==> src/rtl/fetch_pkg.sv <==
// rtl/fetch_pkg.sv - shared types and constants for the instruction fetch sequencer
package fetch_pkg;

  typedef enum logic [2:0] {
    IDLE  = 3'd0,
    T1    = 3'd1,
    WAIT  = 3'd2,
    T3    = 3'd3,
    FAULT = 3'd4
  } state_e;

  localparam int unsigned TIMEOUT_DEFAULT = 15;
  localparam int unsigned CNT_W_DEFAULT   = 8;

  // Timer must be able to hold values up to TIMEOUT
  function automatic int unsigned timer_width(input int unsigned timeout);
    return $clog2(timeout + 1);
  endfunction

endpackage

==> src/rtl/fetch_sequencer_if.sv <==
// rtl/fetch_sequencer_if.sv - control inputs and datapath strobes of the fetch sequencer
interface fetch_sequencer_if #(
  parameter int unsigned CNT_W = 8
);
  logic             start;
  logic             halt;
  logic             clear_fault;
  logic             mfc;
  logic             pc_out;
  logic             increment;
  logic             mar_in;
  logic             rnw;
  logic             wmfc;
  logic             mbr_out;
  logic             ir_in;
  logic             busy;
  logic             fetch_done;
  logic             fault;
  logic [CNT_W-1:0] fetch_count;

  modport master (
    output start, halt, clear_fault, mfc,
    input  pc_out, increment, mar_in, rnw, wmfc, mbr_out, ir_in,
    input  busy, fetch_done, fault, fetch_count
  );

  modport slave (
    input  start, halt, clear_fault, mfc,
    output pc_out, increment, mar_in, rnw, wmfc, mbr_out, ir_in,
    output busy, fetch_done, fault, fetch_count
  );
endinterface

==> src/rtl/fetch_sequencer_wait_timer.sv <==
// rtl/fetch_sequencer_wait_timer.sv - clearable up-counter bounding the memory wait
module wait_timer #(
  parameter int unsigned TIMEOUT = 15,
  parameter int unsigned W       = 4
) (
  input  logic clock,
  input  logic reset_n,
  input  logic clr_i,
  input  logic en_i,
  output logic expired_o
);

  logic [W-1:0] cnt_q, cnt_d;

  // Clear has priority so the count restarts at zero for every new wait
  always_comb begin
    cnt_d = cnt_q;
    if (clr_i) begin
      cnt_d = '0;
    end else if (en_i) begin
      cnt_d = cnt_q + 1'b1;
    end
  end

  // Counter register
  always_ff @(posedge clock or negedge reset_n) begin
    if (!reset_n) begin
      cnt_q <= '0;
    end else begin
      cnt_q <= cnt_d;
    end
  end

  // Last permitted wait cycle: a missing mfc here means the memory is dead
  assign expired_o = (cnt_q == W'(TIMEOUT - 1));

endmodule

==> src/rtl/fetch_sequencer.sv <==
// rtl/fetch_sequencer.sv - PC->MAR, memory read with MFC handshake, MBR->IR fetch control
module fetch_sequencer
  import fetch_pkg::*;
#(
  parameter int unsigned TIMEOUT = TIMEOUT_DEFAULT,
  parameter int unsigned CNT_W   = CNT_W_DEFAULT
) (
  input  logic              clock,
  input  logic              reset_n,
  fetch_sequencer_if.slave  bus
);

  localparam int unsigned TW = timer_width(TIMEOUT);

  state_e           state_q, state_d;
  logic             run_q, run_d;
  logic [CNT_W-1:0] count_q, count_d;
  logic             timer_clr;
  logic             timer_en;
  logic             timer_expired;

  wait_timer #(
    .TIMEOUT (TIMEOUT),
    .W       (TW)
  ) u_wait_timer (
    .clock     (clock),
    .reset_n   (reset_n),
    .clr_i     (timer_clr),
    .en_i      (timer_en),
    .expired_o (timer_expired)
  );

  // State, run flag and completed-fetch counter registers
  always_ff @(posedge clock or negedge reset_n) begin
    if (!reset_n) begin
      state_q <= IDLE;
      run_q   <= 1'b0;
      count_q <= '0;
    end else begin
      state_q <= state_d;
      run_q   <= run_d;
      count_q <= count_d;
    end
  end

  // Next state, run flag (halt beats start, FAULT forces it low) and timer control
  always_comb begin
    state_d  = state_q;
    run_d    = run_q;
    count_d  = count_q;
    timer_en = 1'b0;

    if (state_q == FAULT) begin
      run_d = 1'b0;
    end else if (bus.halt) begin
      run_d = 1'b0;
    end else if (bus.start) begin
      run_d = 1'b1;
    end

    case (state_q)
      IDLE: begin
        if ((bus.start || run_q) && !bus.halt) begin
          state_d = T1;
        end
      end
      T1: begin
        state_d = WAIT;
      end
      WAIT: begin
        // mfc on the last permitted cycle still completes the fetch
        if (bus.mfc) begin
          state_d = T3;
        end else begin
          timer_en = 1'b1;
          if (timer_expired) begin
            state_d = FAULT;
          end
        end
      end
      T3: begin
        count_d = count_q + 1'b1;
        state_d = (run_q && !bus.halt) ? T1 : IDLE;
      end
      FAULT: begin
        if (bus.clear_fault) begin
          state_d = IDLE;
        end
      end
      default: begin
        state_d = IDLE;
      end
    endcase

    timer_clr = (state_d != WAIT);
  end

  // Moore strobe decode; one strobe group per state keeps pc_out and mbr_out exclusive
  always_comb begin
    bus.pc_out     = 1'b0;
    bus.increment  = 1'b0;
    bus.mar_in     = 1'b0;
    bus.rnw        = 1'b0;
    bus.wmfc       = 1'b0;
    bus.mbr_out    = 1'b0;
    bus.ir_in      = 1'b0;
    bus.busy       = 1'b0;
    bus.fetch_done = 1'b0;
    bus.fault      = 1'b0;
    case (state_q)
      T1: begin
        bus.pc_out    = 1'b1;
        bus.increment = 1'b1;
        bus.mar_in    = 1'b1;
        bus.busy      = 1'b1;
      end
      WAIT: begin
        bus.rnw  = 1'b1;
        bus.wmfc = 1'b1;
        bus.busy = 1'b1;
      end
      T3: begin
        bus.mbr_out    = 1'b1;
        bus.ir_in      = 1'b1;
        bus.fetch_done = 1'b1;
        bus.busy       = 1'b1;
      end
      FAULT: begin
        bus.fault = 1'b1;
      end
      default: begin
      end
    endcase
  end

  assign bus.fetch_count = count_q;

endmodule

==> src/flat_wrapper.sv <==
// flat-port wrapper written by rule: the top's interface ports become plain ports
module fetch_sequencer_flat import fetch_pkg::*;
#(
  parameter int unsigned TIMEOUT = TIMEOUT_DEFAULT,
  parameter int unsigned CNT_W   = CNT_W_DEFAULT
)
  (clock, reset_n, bus_start, bus_halt, bus_clear_fault, bus_mfc, bus_pc_out, bus_increment, bus_mar_in, bus_rnw, bus_wmfc, bus_mbr_out, bus_ir_in, bus_busy, bus_fetch_done, bus_fault, bus_fetch_count);
  fetch_sequencer_if #(.CNT_W(CNT_W)) bus_i ();
  input  logic clock;
  input  logic reset_n;
  input wire logic [$bits(bus_i.start)-1:0] bus_start;
  input wire logic [$bits(bus_i.halt)-1:0] bus_halt;
  input wire logic [$bits(bus_i.clear_fault)-1:0] bus_clear_fault;
  input wire logic [$bits(bus_i.mfc)-1:0] bus_mfc;
  output wire logic [$bits(bus_i.pc_out)-1:0] bus_pc_out;
  output wire logic [$bits(bus_i.increment)-1:0] bus_increment;
  output wire logic [$bits(bus_i.mar_in)-1:0] bus_mar_in;
  output wire logic [$bits(bus_i.rnw)-1:0] bus_rnw;
  output wire logic [$bits(bus_i.wmfc)-1:0] bus_wmfc;
  output wire logic [$bits(bus_i.mbr_out)-1:0] bus_mbr_out;
  output wire logic [$bits(bus_i.ir_in)-1:0] bus_ir_in;
  output wire logic [$bits(bus_i.busy)-1:0] bus_busy;
  output wire logic [$bits(bus_i.fetch_done)-1:0] bus_fetch_done;
  output wire logic [$bits(bus_i.fault)-1:0] bus_fault;
  output wire logic [$bits(bus_i.fetch_count)-1:0] bus_fetch_count;
  assign bus_i.start = bus_start;
  assign bus_i.halt = bus_halt;
  assign bus_i.clear_fault = bus_clear_fault;
  assign bus_i.mfc = bus_mfc;
  assign bus_pc_out = bus_i.pc_out;
  assign bus_increment = bus_i.increment;
  assign bus_mar_in = bus_i.mar_in;
  assign bus_rnw = bus_i.rnw;
  assign bus_wmfc = bus_i.wmfc;
  assign bus_mbr_out = bus_i.mbr_out;
  assign bus_ir_in = bus_i.ir_in;
  assign bus_busy = bus_i.busy;
  assign bus_fetch_done = bus_i.fetch_done;
  assign bus_fault = bus_i.fault;
  assign bus_fetch_count = bus_i.fetch_count;
  fetch_sequencer #(.TIMEOUT(TIMEOUT), .CNT_W(CNT_W)) u_core (.clock(clock), .reset_n(reset_n), .bus(bus_i));
endmodule
==> config.mk <==
export PLATFORM = sky130hd
export DESIGN_NAME = fetch_sequencer_flat
export DESIGN_NICKNAME = d
export VERILOG_FILES = /design/src/rtl/fetch_pkg.sv /design/src/rtl/fetch_sequencer_if.sv /design/src/rtl/fetch_sequencer_wait_timer.sv /design/src/rtl/fetch_sequencer.sv /design/src/flat_wrapper.sv
export SDC_FILE = /design/constraint.sdc
export NUM_CORES = 1
export LEC_CHECK = 0
export CAP_MARGIN = 15
export CORE_AREA = 5 5 45 47
export CTS_CLUSTER_DIAMETER = 120
export DETAILED_ROUTE_END_ITERATION = 8
export DIE_AREA = 0 0 50 52
export DONT_BUFFER_PORTS = 1
export GPL_ROUTABILITY_DRIVEN = 0
export PLACE_DENSITY_LB_ADDON = 0.05
export SLEW_MARGIN = 0
export SYNTH_ARGS = -nofsm -noshare
export SYNTH_HDL_FRONTEND = slang
export SYNTH_SLANG_ARGS = --single-unit
==> constraint.sdc <==
create_clock -name clock -period 2.45 [get_ports clock]
set_input_delay 0.735 -clock clock [delete_from_list [all_inputs] [get_ports clock]]
set_output_delay 0.735 -clock clock [all_outputs]
set_load 0.005 [all_outputs]
==> results.toml <==
[power_and_ir_drop]
peakVddDrop_mv = 0.405
total_power_uw = 877
p_leak_nw = 0.383
p_per_area_nw_per_um2 = 1040

[drt]
via_count = 580
drt_pass1_iterations = 4
wl_per_cell_um = 15.7
drt_iter0_drc = 9
drc = 0
ant_nets = 0
wl_um = 1500
viasPerCell = 6.04

[floorplan]
die_area_um2 = 2600
core_um2 = 1610
die_h_um = 52
rows = 15
io_pins = 24
die_x_um = 50
start_util_pct = 52.7

[grt]
track_usage_pct = 13.3
antenna_found_initial = 0
grt_max_degree = 17
grt_overflow_total = 0
grt_pass1_vias = 601
grt_pass1_wl_um = 2620

[clock_network]
ctsHoldBuffers = 0
cts_tree = "yes"
cts_max_level = 1
clock_sinks = 16
cts_made_buffers = 3
worstSkewPairLatency_ns = 0.28
cts_setup_buffers = 0
cts_buffer_depth = 2
cts_resized = 0
clkSlewWorstSetupHoldPaths_ns = 0.09
root_buffer = "clkbuf_4"

[job]
drv_cap = 0

[synth]
syn_avg_cell_area_um2 = 10.1
syn-num-nets = 93
synthesis.area_um2 = 851
yosysSeqAreaShare_pct = 47.1
ys.flop_type = "dfrtp_1"
ys_top_cells_by_count = "dfrtp_1 (16), nor2_1 (6), buf_4 (5), nand2_1 (5), nand3_1 (5)"
synth_area_leader_cell = "dfrtp_1"
yosysTopAreaCellShare_pct = 47.1
ys_ff_latch = 16
synthArstFlopShare_pct = 100
synth_edf_count = 0
ys_top_cells_by_area = "dfrtp_1 (47%), buf_4 (4.4%), ha_1 (4.4%)"
synthMostInstantiatedCell = "dfrtp_1"
netlist_instances = 84
yosysWarnings = 0
synthDistinctLibCells = 32

[setup_path]
critPathMaxFanout = 14
reg2reg_depth = 3
start_kind = "flop"
crit_buf_inv = 1
cp.depth = 2
required_ns = 1.71
worstPathCellList = "or3b_1, inv_1"
reg2reg_from = "u_core.state_q[2]"
cp_slowest_cell = "or3b_1"
max_stage_delay_ns = 0.54
criticalPathCategory = "reg2out"
setup.worst_path.start = "u_core.state_q[2]"
cp_data_arrival_time_ns = 1.51
cp_top_family = "simple AND/OR/NAND/NOR gates"
cp-end-kind = "output pin"

[finish]
fillers = 156
instances_no_fill = 96
diodes = 0
drive_gt1_share_pct = 6.33
area_growth_pct = -0.588
fin_area_um2 = 846
nets = 89
final_core_util_pct = 52.4

[worst_hold_path]
hold_class = "in2async"

[placed_design]
port_buffers = 0
pre_cts_ws_ns = 0.518
dp_hpwl_um = 1090
placed_cells = 92
placed_cell_area_um2 = 810

[sta]
max_freq_mhz = 446
finalHoldViolCount = 0
period_minus_slack_ns = 2.24
tns_ns = 0
worstMarginPinSlew_ns = 0.555
timing.final.ws_setup_ns = 0.206
drv_slew = 0
slew-limit-headroom_pct = 62.9
whs_ns = 0.135
rsz0062_at_grt = "false"
clock_skew_ns = 0.00123
timing.final.crit_share_pct = 91.6
setup_viol = 0

[outcome]
status = "finished clean"
==> path summary, 6_finish.rpt <==
path / to / slack (ns)
max: bus_rnw / 0.21
min: u_core.bus.fetch_count[7] / 0.13
max reg2reg: u_core.u_wait_timer.cnt_q[3] / 0.57
min reg2reg: u_core.bus.fetch_count[7] / 0.50
max in group asynchronous: u_core.state_q[0] / 2.25
min in group clock: u_core.bus.fetch_count[7] / 0.50
==> sequential cells by signal (all words and copies together) (netlist names) <==
register and count:
u_core.state_q 3, u_core.bus.fetch_count 8, u_core.run_q 1, u_core.u_wait_timer.cnt_q 4
==> cell type report <==
| type | instances | area, um2 | share of cell area, % |
|---|---|---|---|
| Clock buffer | 4 | 36.3 | 4.29 |
| Inverter | 3 | 11.3 | 1.33 |
| Multi-Input combinational cell | 56 | 377 | 44.5 |
| Sequential cell | 16 | 400 | 47.3 |
| Tap cell | 17 | 21.3 | 2.51 |
==> cells by family after synthesis <==
group / count (synthesis) / share of synthesized area, %
XOR/XNOR: 7 / 7.21
AND/OR/NAND/NOR: 32 / 20.9
AO/OA/AOI/OAI: 12 / 9.26
adder cells (fa/ha/maj): 3 / 4.41
buffers and inverters: 12 / 8.68
flip-flops: 16 / 47.1
multiplexers: 2 / 2.50
==> where the power goes <==
| group | switching, mW | internal (mW) |
|---|---|---|
| clock | 0.0806 | 0.0904 |
| sequential | 0.120 | 0.334 |
| combinational | 0.144 | 0.108 |
| total | 0.345 | 0.532 |
==> layer usage <==
| metal | global-route usage [%] | up-vias | wire length (um) |
|---|---|---|---|
| met5 | 0 | - | 0 |
| met4 | 7.86 | 0 | 15 |
| met3 | 4.58 | 2 | 127 |
| met2 | 20.9 | 19 | 723 |
| met1 | 15.4 | 278 | 636 |
| li1 | - | 281 | - |
==> cells in the final DEF, fill, tap and decap left out, types with 2 or more instances in the layout <==
master | Yosys | layout
nand2_1 | 5 | 5
a31oi_1 | 2 | 2
clkbuf_4 | 0 | 3
or3_1 | 2 | 2
xor2_1 | 4 | 4
dfrtp_1 | 16 | 16
a211oi_1 | 4 | 4
nor3_1 | 3 | 3
ha_1 | 3 | 3
xnor2_1 | 3 | 3
o21ai_0 | 3 | 3
nand4_1 | 2 | 2
nor3b_1 | 2 | 2
nand3_1 | 5 | 5
nor2_1 | 6 | 6
inv_1 | 3 | 3
Note: power is estimated with default switching activity, not from simulation.
